--- src/rtl/rsa_arb_pkg.sv ---
// Shared state encoding and default parameters for the RSA job arbiter.
package rsa_arb_pkg;

  typedef enum logic [1:0] {
    IDLE = 2'd0,
    LOAD = 2'd1,
    RUN  = 2'd2,
    DONE = 2'd3
  } rsa_arb_state_e;

  localparam int unsigned DEF_WIDTH          = 8;
  localparam int unsigned DEF_NREQ           = 2;
  localparam int unsigned DEF_TIMEOUT_CYCLES = 4096;

endpackage

--- src/rtl/rr_pick.sv ---
// Round-robin priority picker: first set request at or after ptr, with wrap-around.
module rr_pick #(
  parameter  int unsigned N  = 2,
  localparam int unsigned IW = (N > 1) ? $clog2(N) : 1
) (
  input  logic [N-1:0]  req,
  input  logic [IW-1:0] ptr,
  output logic [N-1:0]  grant,
  output logic [IW-1:0] idx,
  output logic          any
);

  int unsigned cand;

  always_comb begin
    grant = '0;
    idx   = '0;
    any   = 1'b0;
    cand  = 0;
    for (int unsigned k = 0; k < N; k++) begin
      cand = (32'(ptr) + k) % N;
      if (!any && req[IW'(cand)]) begin
        any              = 1'b1;
        idx              = IW'(cand);
        grant[IW'(cand)] = 1'b1;
      end
    end
  end

endmodule

--- src/rtl/rsa_job_arbiter.sv ---
// Round-robin scheduler sharing one rsa_unit core between NREQ requesters.
// Optional watchdog on the RUN phase: define RSA_ARB_TIMEOUT_EN.
module rsa_job_arbiter
  import rsa_arb_pkg::*;
#(
  parameter  int unsigned WIDTH          = DEF_WIDTH,
  parameter  int unsigned NREQ           = DEF_NREQ,
  parameter  int unsigned TIMEOUT_CYCLES = DEF_TIMEOUT_CYCLES,
  localparam int unsigned IW             = $clog2(NREQ)
) (
  input  logic                  clk,
  input  logic                  rst,
  input  logic [NREQ-1:0]       req_valid,
  output logic [NREQ-1:0]       req_ready,
  input  logic [NREQ*WIDTH-1:0] req_p,
  input  logic [NREQ*WIDTH-1:0] req_e,
  input  logic [NREQ*WIDTH-1:0] req_m,
  input  logic [NREQ*WIDTH-1:0] req_const,
  output logic [NREQ-1:0]       rsp_valid,
  input  logic [NREQ-1:0]       rsp_ready,
  output logic [WIDTH-1:0]      rsp_c,
  output logic                  rsp_err,
  output logic                  busy,
  output logic [IW-1:0]         owner,
  output logic                  rsa_rstb,
  output logic                  rsa_en,
  output logic [WIDTH-1:0]      rsa_p,
  output logic [WIDTH-1:0]      rsa_e,
  output logic [WIDTH-1:0]      rsa_m,
  output logic [WIDTH-1:0]      rsa_const,
  input  logic [WIDTH-1:0]      rsa_c,
  input  logic                  rsa_eoc
);

  if (NREQ < 2 || NREQ > 8 || TIMEOUT_CYCLES < 2) begin : g_param_check
    $error("rsa_job_arbiter: NREQ must be 2..8 and TIMEOUT_CYCLES at least 2");
  end

  localparam logic [1:0] S_IDLE = IDLE;
  localparam logic [1:0] S_LOAD = LOAD;
  localparam logic [1:0] S_RUN  = RUN;
  localparam logic [1:0] S_DONE = DONE;

  logic [1:0]      state, state_nxt;
  logic [IW-1:0]   rr_ptr;
  logic [NREQ-1:0] pick_grant;
  logic [IW-1:0]   pick_idx;
  logic            pick_any;
  logic            hs;
  logic            tmo_hit;
  logic            busy_nxt, rstb_nxt, en_nxt;
  logic [NREQ-1:0] rsp_valid_nxt;

  logic [WIDTH-1:0] p_arr [NREQ];
  logic [WIDTH-1:0] e_arr [NREQ];
  logic [WIDTH-1:0] m_arr [NREQ];
  logic [WIDTH-1:0] k_arr [NREQ];

  for (genvar g = 0; g < NREQ; g++) begin : g_unpack
    assign p_arr[g] = req_p[g*WIDTH +: WIDTH];
    assign e_arr[g] = req_e[g*WIDTH +: WIDTH];
    assign m_arr[g] = req_m[g*WIDTH +: WIDTH];
    assign k_arr[g] = req_const[g*WIDTH +: WIDTH];
  end

  rr_pick #(.N(NREQ)) u_pick (
    .req   (req_valid),
    .ptr   (rr_ptr),
    .grant (pick_grant),
    .idx   (pick_idx),
    .any   (pick_any)
  );

  // Grant is only offered in IDLE; a granted valid is a handshake by construction.
  assign hs        = (state == S_IDLE) && pick_any && !rst;
  assign req_ready = hs ? pick_grant : '0;

`ifdef RSA_ARB_TIMEOUT_EN
  localparam int unsigned TW = $clog2(TIMEOUT_CYCLES);
  logic [TW-1:0] run_cnt;

  always_ff @(posedge clk or posedge rst) begin
    if (rst)                  run_cnt <= '0;
    else if (state == S_LOAD) run_cnt <= '0;
    else if (state == S_RUN)  run_cnt <= run_cnt + TW'(1);
  end

  // A same-cycle eoc takes priority over the watchdog.
  assign tmo_hit = (state == S_RUN) && !rsa_eoc && (run_cnt == TW'(TIMEOUT_CYCLES - 1));
`else
  assign tmo_hit = 1'b0;
`endif

  always_ff @(posedge clk or posedge rst) begin
    if (rst) state <= S_IDLE;
    else     state <= state_nxt;
  end

  always_comb begin
    state_nxt = state;
    case (state)
      S_IDLE:  if (hs) state_nxt = S_LOAD;
      S_LOAD:  state_nxt = S_RUN;
      S_RUN:   if (rsa_eoc || tmo_hit) state_nxt = S_DONE;
      S_DONE:  if (rsp_ready[owner]) state_nxt = S_IDLE;
      default: state_nxt = S_IDLE;
    endcase
    busy_nxt      = (state_nxt != S_IDLE);
    rstb_nxt      = (state_nxt == S_RUN) || (state_nxt == S_DONE);
    en_nxt        = (state_nxt == S_RUN);
    rsp_valid_nxt = (state_nxt == S_DONE) ? (NREQ'(1) << owner) : '0;
  end

  // Core controls are registered so they leave reset and change glitch-free.
  always_ff @(posedge clk or posedge rst) begin
    if (rst) begin
      busy      <= 1'b0;
      rsa_rstb  <= 1'b0;
      rsa_en    <= 1'b0;
      rsp_valid <= '0;
    end else begin
      busy      <= busy_nxt;
      rsa_rstb  <= rstb_nxt;
      rsa_en    <= en_nxt;
      rsp_valid <= rsp_valid_nxt;
    end
  end

  always_ff @(posedge clk or posedge rst) begin
    if (rst) begin
      rr_ptr    <= '0;
      owner     <= '0;
      rsa_p     <= '0;
      rsa_e     <= '0;
      rsa_m     <= '0;
      rsa_const <= '0;
      rsp_c     <= '0;
      rsp_err   <= 1'b0;
    end else begin
      if (hs) begin
        rsa_p     <= p_arr[pick_idx];
        rsa_e     <= e_arr[pick_idx];
        rsa_m     <= m_arr[pick_idx];
        rsa_const <= k_arr[pick_idx];
        owner     <= pick_idx;
        rr_ptr    <= (pick_idx == IW'(NREQ - 1)) ? '0 : pick_idx + IW'(1);
      end
      if ((state == S_RUN) && rsa_eoc) begin
        rsp_c   <= rsa_c;
        rsp_err <= 1'b0;
      end else if (tmo_hit) begin
        rsp_c   <= '0;
        rsp_err <= 1'b1;
      end
    end
  end

endmodule
--- config.mk ---
export PLATFORM = sky130hd
export DESIGN_NAME = rsa_job_arbiter
export DESIGN_NICKNAME = d
export VERILOG_FILES = /design/src/rtl/rsa_arb_pkg.sv /design/src/rtl/rr_pick.sv /design/src/rtl/rsa_job_arbiter.sv
export SDC_FILE = /design/constraint.sdc
export NUM_CORES = 1
export LEC_CHECK = 0
export CAP_MARGIN = 10
export CORE_ASPECT_RATIO = 0.75
export CORE_UTILIZATION = 56
export CTS_CLUSTER_SIZE = 16
export DETAILED_ROUTE_END_ITERATION = 10
export DONT_BUFFER_PORTS = 1
export HOLD_SLACK_MARGIN = 0.02
export PLACE_DENSITY = 0.74
export SYNTH_ARGS = -nofsm -noshare
export SYNTH_HDL_FRONTEND = slang
export SYNTH_HIERARCHICAL = 1
export SYNTH_SLANG_ARGS = --single-unit
--- constraint.sdc ---
create_clock -name clk -period 1.9 [get_ports clk]
set_input_delay 0.38 -clock clk [delete_from_list [all_inputs] [get_ports clk]]
set_output_delay 0.38 -clock clk [all_outputs]
set_load 0.005 [all_outputs]
# ---- Word-level counts from Yosys, hierarchy flattened
# Cells that the tools add are included.
dict set report op_classes {
  bitwise 2
  n_reduce_logical 11
  n_eq_ne 5
  order_cmp 6
  addsub 2
  muxes 35
  shifts 1
}
# operator count
set ops {}
lappend ops {{$mux W8} 12}
lappend ops {{$mux W2} 7}
lappend ops {{$mux W1} 13}
lappend ops {{$eq A2 B2 Y1 const B} 4}
lappend ops {{$pmux W2 S4} 1}
lappend ops {{$logic_and A1 B1 Y1} 6}
lappend ops {{$lt A1 B2 Y1 const B} 3}
lappend ops {{$add A1 B1 Y1 const B} 2}
lappend ops {{$demux W1 S1} 2}
lappend ops {{$eq A2 B1 Y1 const B} 1}
lappend ops {{$ge A1 B1 Y1 const B} 2}
lappend ops {{$ge A2 B2 Y1 const B} 1}
lappend ops {{$logic_not A1 Y1} 2}
lappend ops {{$logic_not A2 Y1} 1}
lappend ops {{$not A1 Y2} 1}
lappend ops {{$or A2 B2 Y2} 1}
lappend ops {{$reduce_bool A2 Y1} 1}
lappend ops {{$shl A1 B1 Y2 const A} 1}
lappend ops {{$logic_or A1 B1 Y1} 1}
dict set report totals {
  out_inout_bits 49
  word_cells 74
  regBits 49
}

# ---- Longest topological paths before layout
# Gate-level depths: netlist of the first run.
dict set report logic_depth {
  word_depth 12
  mapped_depth 6
  ltp_nobuf 4
}

# ---- Modules after synthesis
# Netlist of the first run, hierarchy kept.
# module instances area_each_um2 seq_area_each_um2 cells_each
set by_module_without_submodules {}
lappend by_module_without_submodules {rsa_job_arbiter 1 2307.2 1226.2 159}
lappend by_module_without_submodules {rr_pick 1 32.5 0.0 5}

# ---- Least setup slack after synthesis of the first run
# No wires, ideal clock.
dict set report synth_timing {
  path_type {input to register}
  from {input req_valid[1]}
  to {register rsa_const[0]}
  path_stages 5
  t_required_ps 1775
  setup_ps 125
  n_path_buf 2
  slack_ps 37
  arrival_ps 1738
  cell_sequence {a21boi_0 -> clkbuf_1 -> clkbuf_1 -> mux2_2 -> mux2_2}
}
dict set report synth_via {
  elab_chain_cells 10
}
# item line
set synth_lines {}
lappend synth_lines {{start, declared} rsa_job_arbiter.sv:13} ;# input logic [NREQ-1:0] req_valid,
lappend synth_lines {{$mux W1 (not written as such) (2 in series)} rr_pick.sv:22} ;# if (!any && req[IW'(cand)]) begin
lappend synth_lines {{$mux W1} rr_pick.sv:22}
lappend synth_lines {{$logic_not A1 Y1} rr_pick.sv:22}
lappend synth_lines {{$logic_and A1 B1 Y1} rr_pick.sv:22}
lappend synth_lines {{$mux W1} rr_pick.sv:22}
lappend synth_lines {{$not A1 Y2 (not written as such)} rsa_job_arbiter.sv:144} ;# rsa_const <= k_arr[pick_idx];
lappend synth_lines {{$mux W8 (not written as such) (3 in series)} rsa_job_arbiter.sv:144}
lappend synth_lines {{end signal, assigned} rsa_job_arbiter.sv:144}
lappend synth_lines {{end, declared} rsa_job_arbiter.sv:30} ;# output logic [WIDTH-1:0] rsa_const,
# Parallel ways exist; a longest one is shown, timed or not. The select of a mux whose other input is x is not followed.
# A chain may end at the register's enable or synchronous reset.

# ---- Worst setup path in the final report of the first run
dict set report layout_timing {
  from {register state[1]}
  to {output req_ready[1]}
}
dict set report layout_via {
  elab_chain_cells 4
}
# item line
set layout_lines {}
lappend layout_lines {{start, declared} rsa_job_arbiter.sv:44} ;# logic [1:0] state, state_nxt;
lappend layout_lines {{start signal, assigned} rsa_job_arbiter.sv:96} ;# else state <= state_nxt;
lappend layout_lines {{$logic_not A2 Y1} rsa_job_arbiter.sv:75} ;# assign hs = (state == S_IDLE) && pick_any && !rst;
lappend layout_lines {{$logic_and A1 B1 Y1 (2 in series)} rsa_job_arbiter.sv:75}
lappend layout_lines {{$mux W2} rsa_job_arbiter.sv:76} ;# assign req_ready = hs ? pick_grant : '0;
lappend layout_lines {{end, declared} rsa_job_arbiter.sv:14} ;# output logic [NREQ-1:0] req_ready,
# No other way between the ends.

==> run metrics, run 1 <==
status=finished, final reports clean; Clock transition at path regs=90 ps; Netlist Area Pre-Place=2340 µm²; WL met3=around 340 µm; initial antenna violation count=0; cell count after synthesis=164; Power Total=about 3.7 mW; initial core utilization=61.1%; min-delay src=rsa_c[3]; Setup CP Type=flop to primary output; Max Cap Viol=0; TritonCTS Sinks=49; data arrival time of the worst path=1400 ps; detailed-route via count=around 1300; setup total negative slack=0 ps; Skew-Pair Late Insertion Delay=290 ps; met2 routed WL=about 2100 µm; I/O Pins=between 100 and 150; Crit path largest cell delay=420 ps; crit path cell chain=nor4b_4 > buf_6 > and2_1; routed length on met1=1520 µm; number of remaining DRC errors=0; core box area=around 3800 µm²; critical-path maximum fanout=16; first-pass GRT wire length=6440 µm; Final Cycle Share=93.7%; synth warn=6; nature of the critical path startpoint=flop; post-synthesis adder-cell area fraction=0%; CTS tree=done; Syn Nets=243; Final setup viols=0; Top Layer Used=met4; pwr/cell area=1470 nW/µm²; final WL=3980 µm; Antenna Nets Post-Route=0; simple-gate share of the synthesized area=under 10%; Final Core Density=around 67%; Final Hold Vio Count=0; Iter 0 DRT Violations=48; post-synthesis mux area share=a little over a third; pre-CTS setup slack=313 ps; Fmax=562 MHz; max-slew violation count=0; largest family of logic cells by synthesized area=multiplexers; DIE AREA=4440 µm²; Non-Filler Cell Area, Final=2550 µm²; minimum clock period after layout=1780 ps; Antenna diodes=0; worst setup path start=state[1]$_DFF_PP0_; number of buffers created by CTS=5; RSZ-0062 raised after global routing=no; Area Overhead vs Synth=8.93%; pin count of the biggest net entering global routing=30; DRT Pass-1 Iters=4; H-tree depth=2; FF-to-FF Start=rr_ptr$_DFFE_PP0P_; wire length per cell=17.8 µm; CP Capture Type=primary output; I/O Buffers=0; xor/xnor cell area share of the yosys netlist=0%; dpl cell area=2410 µm²; DP HPWL=between 3000 and 4000 µm; syn_area_per_cell=14.3 µm²; fraction of layout cells with a size suffix above 1=53.8%; register area share after synthesis=a little over half; total grt overflow=0; row count=19; Worst Setup Slack, final=121 ps; Vias per Instance=5.78; Die Wd=76.6 µm; Synth cell types=23; Compound-Gate Fraction of Synth Area=2.46%; root buffer cell=clkbuf_8; Hold Crit Class=input port to flop; static leakage power=1.08 nW; nets=249; commonest non-fill, non-tap cells in the layout=72 x mux2_2, 49 x dfrtp_1, 6 x clkbuf_8, 6 x buf_4, 5 x nand2b_1; critical path's slowest cell=dfrtp_1; Clock Skew=10.1 ps; CP Data Required Time=1520 ps; commonest non-fill, non-tap cell in the layout=mux2_2; VDD IR-drop max=0.802 mV; Die Ht=between 50 and 60 µm; Tot GR Track Use=approximately a fifth; Placer Congestion=roughly 0.8; Clock Path Buffers=2; number of global-route vias before repair=1321; Yosys reg bits=49
[kinds of logic after synthesis]
kind of cell | after synthesis
other | 1
multiplexers | 76
AO/OA/AOI/OAI | 9
AND/OR/NAND/NOR | 16
flip-flops | 49
buffers and inverters | 13
[state kept, by name (all words and copies together) (netlist names)]
signal	count
rsp_valid	2
rsa_en	1
rsa_rstb	1
rsp_c	8
busy	1
rsa_e	8
rsa_p	8
state	2
rsa_const	8
rr_ptr	1
owner	1
rsa_m	8
[path summary, 6_finish.rpt]
kind                                   endpoint  slack [ps]  cells after the start
max                                req_ready[1]         120                      3
min                        rsp_c[3]$_DFFE_PP0P_         230                      1
max reg2reg                rsa_m[7]$_DFFE_PP0P_         310                      5
min reg2reg                rsa_m[7]$_DFFE_PP0P_         540                      1
max in group asynchronous  rsa_p[5]$_DFFE_PP0P_         750                      3
min in group asynchronous    state[0]$_DFF_PP0_         580                      2
[Yosys cell counts]
cell / number / share of area [%]
nand3b_1: 1 / 0.32
conb_1: 1 / 0.16
buf_2: 1 / 0.21
nor2_1: 2 / 0.32
nand2b_1: 5 / 1.3
and2_1: 3 / 0.80
mux2i_1: 1 / 0.43
dfrtp_1: 49 / 52
buf_4: 1 / 0.32
a21boi_0: 3 / 0.96
a22oi_1: 1 / 0.32
or2_1: 1 / 0.27
o211ai_1: 1 / 0.32
a21oi_1: 4 / 0.86
mux2_1: 3 / 1.4
or4b_2: 1 / 0.43
buf_6: 4 / 1.9
nand2_1: 2 / 0.32
clkbuf_1: 3 / 0.48
clkbuf_2: 1 / 0.21
nor4b_4: 1 / 1.0
mux2_2: 72 / 35
inv_1: 3 / 0.48
[power breakdown]
group	leakage (nW)	internal, mW	switching (mW)
Clock	0.0574	0.428	0.320
Sequential	0.583	1.56	0.396
Combinational	0.439	0.640	0.391
[final cells by class]
class / instances / area (µm²)
repair buffers: 9 / 86.3
clock inverters: 2 / 37.5
flip-flops and latches: 49 / 1230
well taps: 52 / 65.1
fillers: 268 / 1280
multi-input cells: 102 / 1040
inverters: 3 / 11.3
clock buffers: 6 / 82.6
[per-layer routing]
layer | up-vias | global-route usage, %
met2 | 73 | 33.5
met1 | 621 | 22.6
met4 | 0 | 6.59
met5 | - | 0
met3 | 5 | 6.46
li1 | 589 | -
[metrics by stage]
stage	hold WS (ps)	std cells
after floorplan	483	164
after global placement	306	214
after detailed placement	318	214
after CTS	216	223
after global routing	209	223
final	227	223
[worst max-delay path: cells and delay by family (launching register included)]
kind / cells / cell delay [ps]
buf+inv: 1 / 220
simple gates: 2 / 460
flops: 1 / 420
[repair_timing]
| action | CTS | global route |
|---|---|---|
| hold buffers | 1 | 0 |
| endpoints found under the hold margin | 22 | 0 |
| gates resized for setup | 0 | 1 |
| endpoints found under the setup margin | 0 | 2 |
| setup buffers | 0 | 0 |
(Power assumes the default switching activity.)
==> inputs of run 2 (changes only) <==
Settings changed: CORE_UTILIZATION 56 to 59, HOLD_SLACK_MARGIN 0.02 to 0.15, PLACE_DENSITY 0.74 to 0.75.
Clock period 1.9 ns to 2 ns, I/O delays scaled along.
==> run metrics, run 2 (synthesis gave the netlist of run 1 again) <==
commonest non-fill, non-tap cells in the layout=72 x mux2_2, 48 x dfrtp_1, 5 x nand2b_1, 5 x clkbuf_8, 4 x a21oi_1; placed insts=between 200 and 250; Final Cycle Share=approximately 95%; first-pass GRT wire length=around 6500 µm; Tot GR Track Use=between 20% and 30%; I/O Buffers=0; row count=19; pwr/cell area=between 1000 and 1500 nW/µm²; commonest non-fill, non-tap cell in the layout=mux2_2; static leakage power=1.05 nW; nature of the critical path startpoint=flop; TritonCTS Sinks=49; Hold Crit Class=input port to flop; Final Hold Vio Count=0; worst setup path start=state[1]$_DFF_PP0_; Max Cap Viol=0; max-slew violation count=0; detailed-route via count=1304; worst r2r path cells=5; initial core utilization=between 60% and 70%; Area Overhead vs Synth=7.54%; critical-path maximum fanout=17; Worst Setup Slack, final=102 ps; CTS tree=done; Hold Crit Depth=1; pre-CTS setup slack=approximately 200 ps; Final Core Density=between 60% and 70%; core box area=3730 µm²; initial antenna violation count=0; CP Data Required Time=1600 ps; Power Total=roughly 3.4 mW; DP HPWL=3190 µm; Setup CP Type=flop to primary output; nets=246; number of global-route vias before repair=1424; status=finished, final reports clean; data arrival time of the worst path=1500 ps; setup total negative slack=0 ps; Placer Congestion=0.628; pin count of the biggest net entering global routing=31; CP endpoint=req_ready[1]; VDD IR-drop max=0.852 mV; number of buffers created by CTS=5; final non-filler cell total=220; DIE AREA=4220 µm²; H-tree depth=2; RSZ-0062 raised after global routing=no; minimum clock period after layout=around 1900 ps; Iter 0 DRT Violations=a little over 80; number of remaining DRC errors=0; CP Capture Type=primary output; DRT Pass-1 Iters=4; reg2reg setup slack=200 ps; total grt overflow=0; Die Wd=about 75 µm; Final setup viols=0; r2r endpoint=rsa_m[6]$_DFFE_PP0P_; Antenna Nets Post-Route=0; final WL=4100 µm; wire length per cell=roughly 19 µm; Clock Skew=4.13 ps; Fmax=527 MHz; Skew-Pair Late Insertion Delay=290 ps; Vias per Instance=a little under 6; Die Ht=56.5 µm; Antenna diodes=0; root buffer cell=clkbuf_8; Clock Path Buffers=2; FF-to-FF Start=rr_ptr$_DFFE_PP0P_; Clock transition at path regs=80 ps; I/O Pins=128; fraction of layout cells with a size suffix above 1=53.0%
[run 2: changes by cell type in the layout (fill, tap and decap cells not counted), sizes merged]
cell | before | now
buf | 8 | 5
clkinvlp | 1 | 2
bufinv | 1 | 0
[run 2: worst max-delay path: stages (launching register included)]
cell and delay (ps):
dfrtp_2 480, nor4b_4 370, buf_12 190, and2_1 150
[run 2: worst min-delay path by stage]
stage                         startpoint                   end  slack [ps]
floorplan           rsa_m[6]$_DFFE_PP0P_  rsa_m[6]$_DFFE_PP0P_         480
global placement                     rst    rr_ptr$_DFFE_PP0P_         300
detailed placement                   rst    rr_ptr$_DFFE_PP0P_         320
CTS                             rsa_c[1]  rsp_c[1]$_DFFE_PP0P_         240
global route                    rsa_c[0]  rsp_c[0]$_DFFE_PP0P_         230
finish                          rsa_c[0]  rsp_c[0]$_DFFE_PP0P_         250
[run 2: layer usage]
layer	global-route usage [%]	share of wire [%]	vias up
met5	0	0	-
met2	35.4	52	78
met3	7.00	8.2	7
met1	24.2	39	637
li1	-	-	582
met4	8.09	1.2	0
[run 2: per-stage QoR]
stage | hold slack [ps] | area (µm²)
5_1_grt | 233 | 2520
3_5_place_dp | 317 | 2410
6_report | 248 | 2520
4_1_cts | 238 | 2510
2_1_floorplan | 483 | 2340
3_3_place_gp | 301 | 2410
[run 2: power breakdown]
group / total [mW] / leakage (nW) / switching, mW / internal [mW]
clock network: 0.555 / 0.0374 / 0.308 / 0.246
logic: 0.931 / 0.432 / 0.339 / 0.592
registers: 1.90 / 0.582 / 0.412 / 1.49
[run 2: timing repair]
item / 4_1_cts / 5_1_grt
hold buffers: 1 / 0
endpoints found under the hold margin: 19 / 0
endpoints found under the setup margin: 0 / 1
resized for setup: 0 / 1
setup buffers: 0 / 1
[run 2: area by class of cell]
cell class,instances,area (µm²)
Clock buffer,6,72.6
Clock inverter,2,15.0
Fill cell,275,1220
Inverter,3,11.3
Multi-Input combinational cell,102,1040
Sequential cell,49,1230
Tap cell,52,65.1
Timing Repair Buffer,6,85.1
==> inputs of run 3 (changes only) <==
Settings changed: CORE_UTILIZATION 59 to 39, PLACE_DENSITY 0.75 to unset.
Clock period 2 ns to 1.8 ns, I/O delays scaled along.
==> run metrics, run 3 (synthesis gave the netlist of run 1 again) <==
pin count of the biggest net entering global routing=33; TritonCTS Sinks=49; detailed-route via count=1324; Clock transition at path regs=90 ps; final non-filler cell total=251; combinational power share=28.4%; CP Data Required Time=1440 ps; H-tree depth=2; Placer Congestion=0.675; commonest non-fill, non-tap cells in the layout=72 x mux2_2, 47 x dfrtp_1, 7 x buf_4; nature of the critical path startpoint=flop; Final setup viols=0; Sequential Power Share=about half; Clock Skew=6.21 ps; Antenna diodes=0; setup total negative slack=0 ps; number of remaining DRC errors=0; nets=251; critical-path maximum fanout=4; max-slew violation count=0; RSZ-0062 raised after global routing=no; fill cell count=around 540; final WL=around 4500 µm; first-pass GRT wire length=7270 µm; Final Hold Vio Count=0; row count=24; VDD IR-drop max=approximately 0.57 mV; register area=1230 µm²; switch share=30.0%; CP Capture Type=primary output; Die Wd=91.4 µm; Power Total=roughly 4.0 mW; Clock Path Buffers=2; CTS tree=done; smallest hold slack=210 ps; root buffer cell=clkbuf_8; DP HPWL=3230 µm; number of global-route vias before repair=1523; I/O Buffers=0; Internal=2.82 mW; min-delay src=rsa_c[7]; Max Cap Viol=0; Hold Crit Class=input port to flop; Setup CP Type=flop to primary output; fraction of layout cells with a size suffix above 1=56.6%; Psw=1.21 mW; initial core utilization=approximately two fifths; Slew @ Worst Pin=about 630 ps; Vias per Instance=5.27; Max-slew headroom=slightly below 60%; number of buffers created by CTS=5; FF-to-FF Start=state[1]$_DFF_PP0_; area of the multi-input gates=1040 µm²; commonest non-fill, non-tap cell in the layout=mux2_2; worst setup path start=state[1]$_DFF_PP0_; data arrival time of the worst path=between 1000 and 1500 ps; initial antenna violation count=0; Die Ht=around 69 µm; static leakage power=1.10 nW; pwr/cell area=roughly 1500 nW/µm²; status=finished, final reports clean; Tot GR Track Use=~15%; Clock power frac=20.0%; Final Core Density=45.5%; total grt overflow=0; wire length per cell=17.7 µm; DRT Pass-1 Iters=3; I/O Pins=128; Fmax=just under 600 MHz; minimum clock period after layout=1720 ps; placed insts=approximately 240; Final Cycle Share=95.6%; Antenna Nets Post-Route=0; core box area=5800 µm²; Area Overhead vs Synth=12.7%; DIE AREA=6320 µm²; Iter 0 DRT Violations=34; Skew-Pair Late Insertion Delay=300 ps
run 3: cell count changes in the layout (fill, tap and decap cells not counted), sizes merged:
cell | before | now
bufbuf | 0 | 1
clkinvlp | 2 | 1
buf | 5 | 9
bufinv | 0 | 1
run 3: final cells by class:
| type | instances | area share (%) |
|---|---|---|
| Sequential cell | 49 | 46.6 |
| Multi-Input combinational cell | 102 | 39.6 |
| Timing Repair Buffer | 11 | 5.12 |
| Tap cell | 78 | 3.70 |
| Clock buffer | 6 | 3.13 |
| Clock inverter | 2 | 1.42 |
| Inverter | 3 | 0.427 |
run 3: layer usage:
| layer | GRT usage (%) | up-vias | routed length (µm) |
|---|---|---|---|
| li1 | - | 588 | - |
| met1 | 15.1 | 653 | 1650 |
| met2 | 27.3 | 78 | 2360 |
| met3 | 6.29 | 5 | 395 |
| met4 | 5.29 | 0 | 48 |
| met5 | 0 | - | 0 |
run 3: critical path, stage by stage (launching register included):
cell and delay (ps):
dfrtp_2 430, nor4b_4 350, buf_12 150, and2_4 140
run 3: power by group through the flow:
stage	Sequential (mW)	Combinational [mW]	Clock, mW
floorplan	1.97	0.953	0
global placement	2.12	0.980	0
detailed placement	2.14	1.05	0
CTS	2.11	1.13	0.841
global route	2.15	1.26	0.886
finish	2.08	1.14	0.806
run 3: metrics by stage:
stage,setup slack [ps],area (µm²)
floorplan,54.3,2340
global placement,228,2430
detailed placement,154,2430
CTS,2.75,2620
global route,6.47,2640
finish,79.4,2640
run 3: what timing repair did:
item,CTS,global route
resized for setup,1,3
cloned,1,0
setup buffers,4,1
pin swaps,1,1
hold buffers,1,0
hold endpoints to repair,29,0
endpoints found under the setup margin,2,19
run 3: worst paths after layout:
path | slack, ps | cells past startpoint | to
worst max-delay path | 80 | 3 | req_ready[1]
worst min-delay path | 210 | 1 | rsp_c[7]$_DFFE_PP0P_
worst max register to register | 110 | 4 | rsa_m[2]$_DFFE_PP0P_
worst min register to register | 540 | 1 | rsp_c[4]$_DFFE_PP0P_
max in group asynchronous | 600 | 3 | rsa_p[3]$_DFFE_PP0P_
min in group asynchronous | 600 | 2 | rsa_rstb$_DFF_PP0_
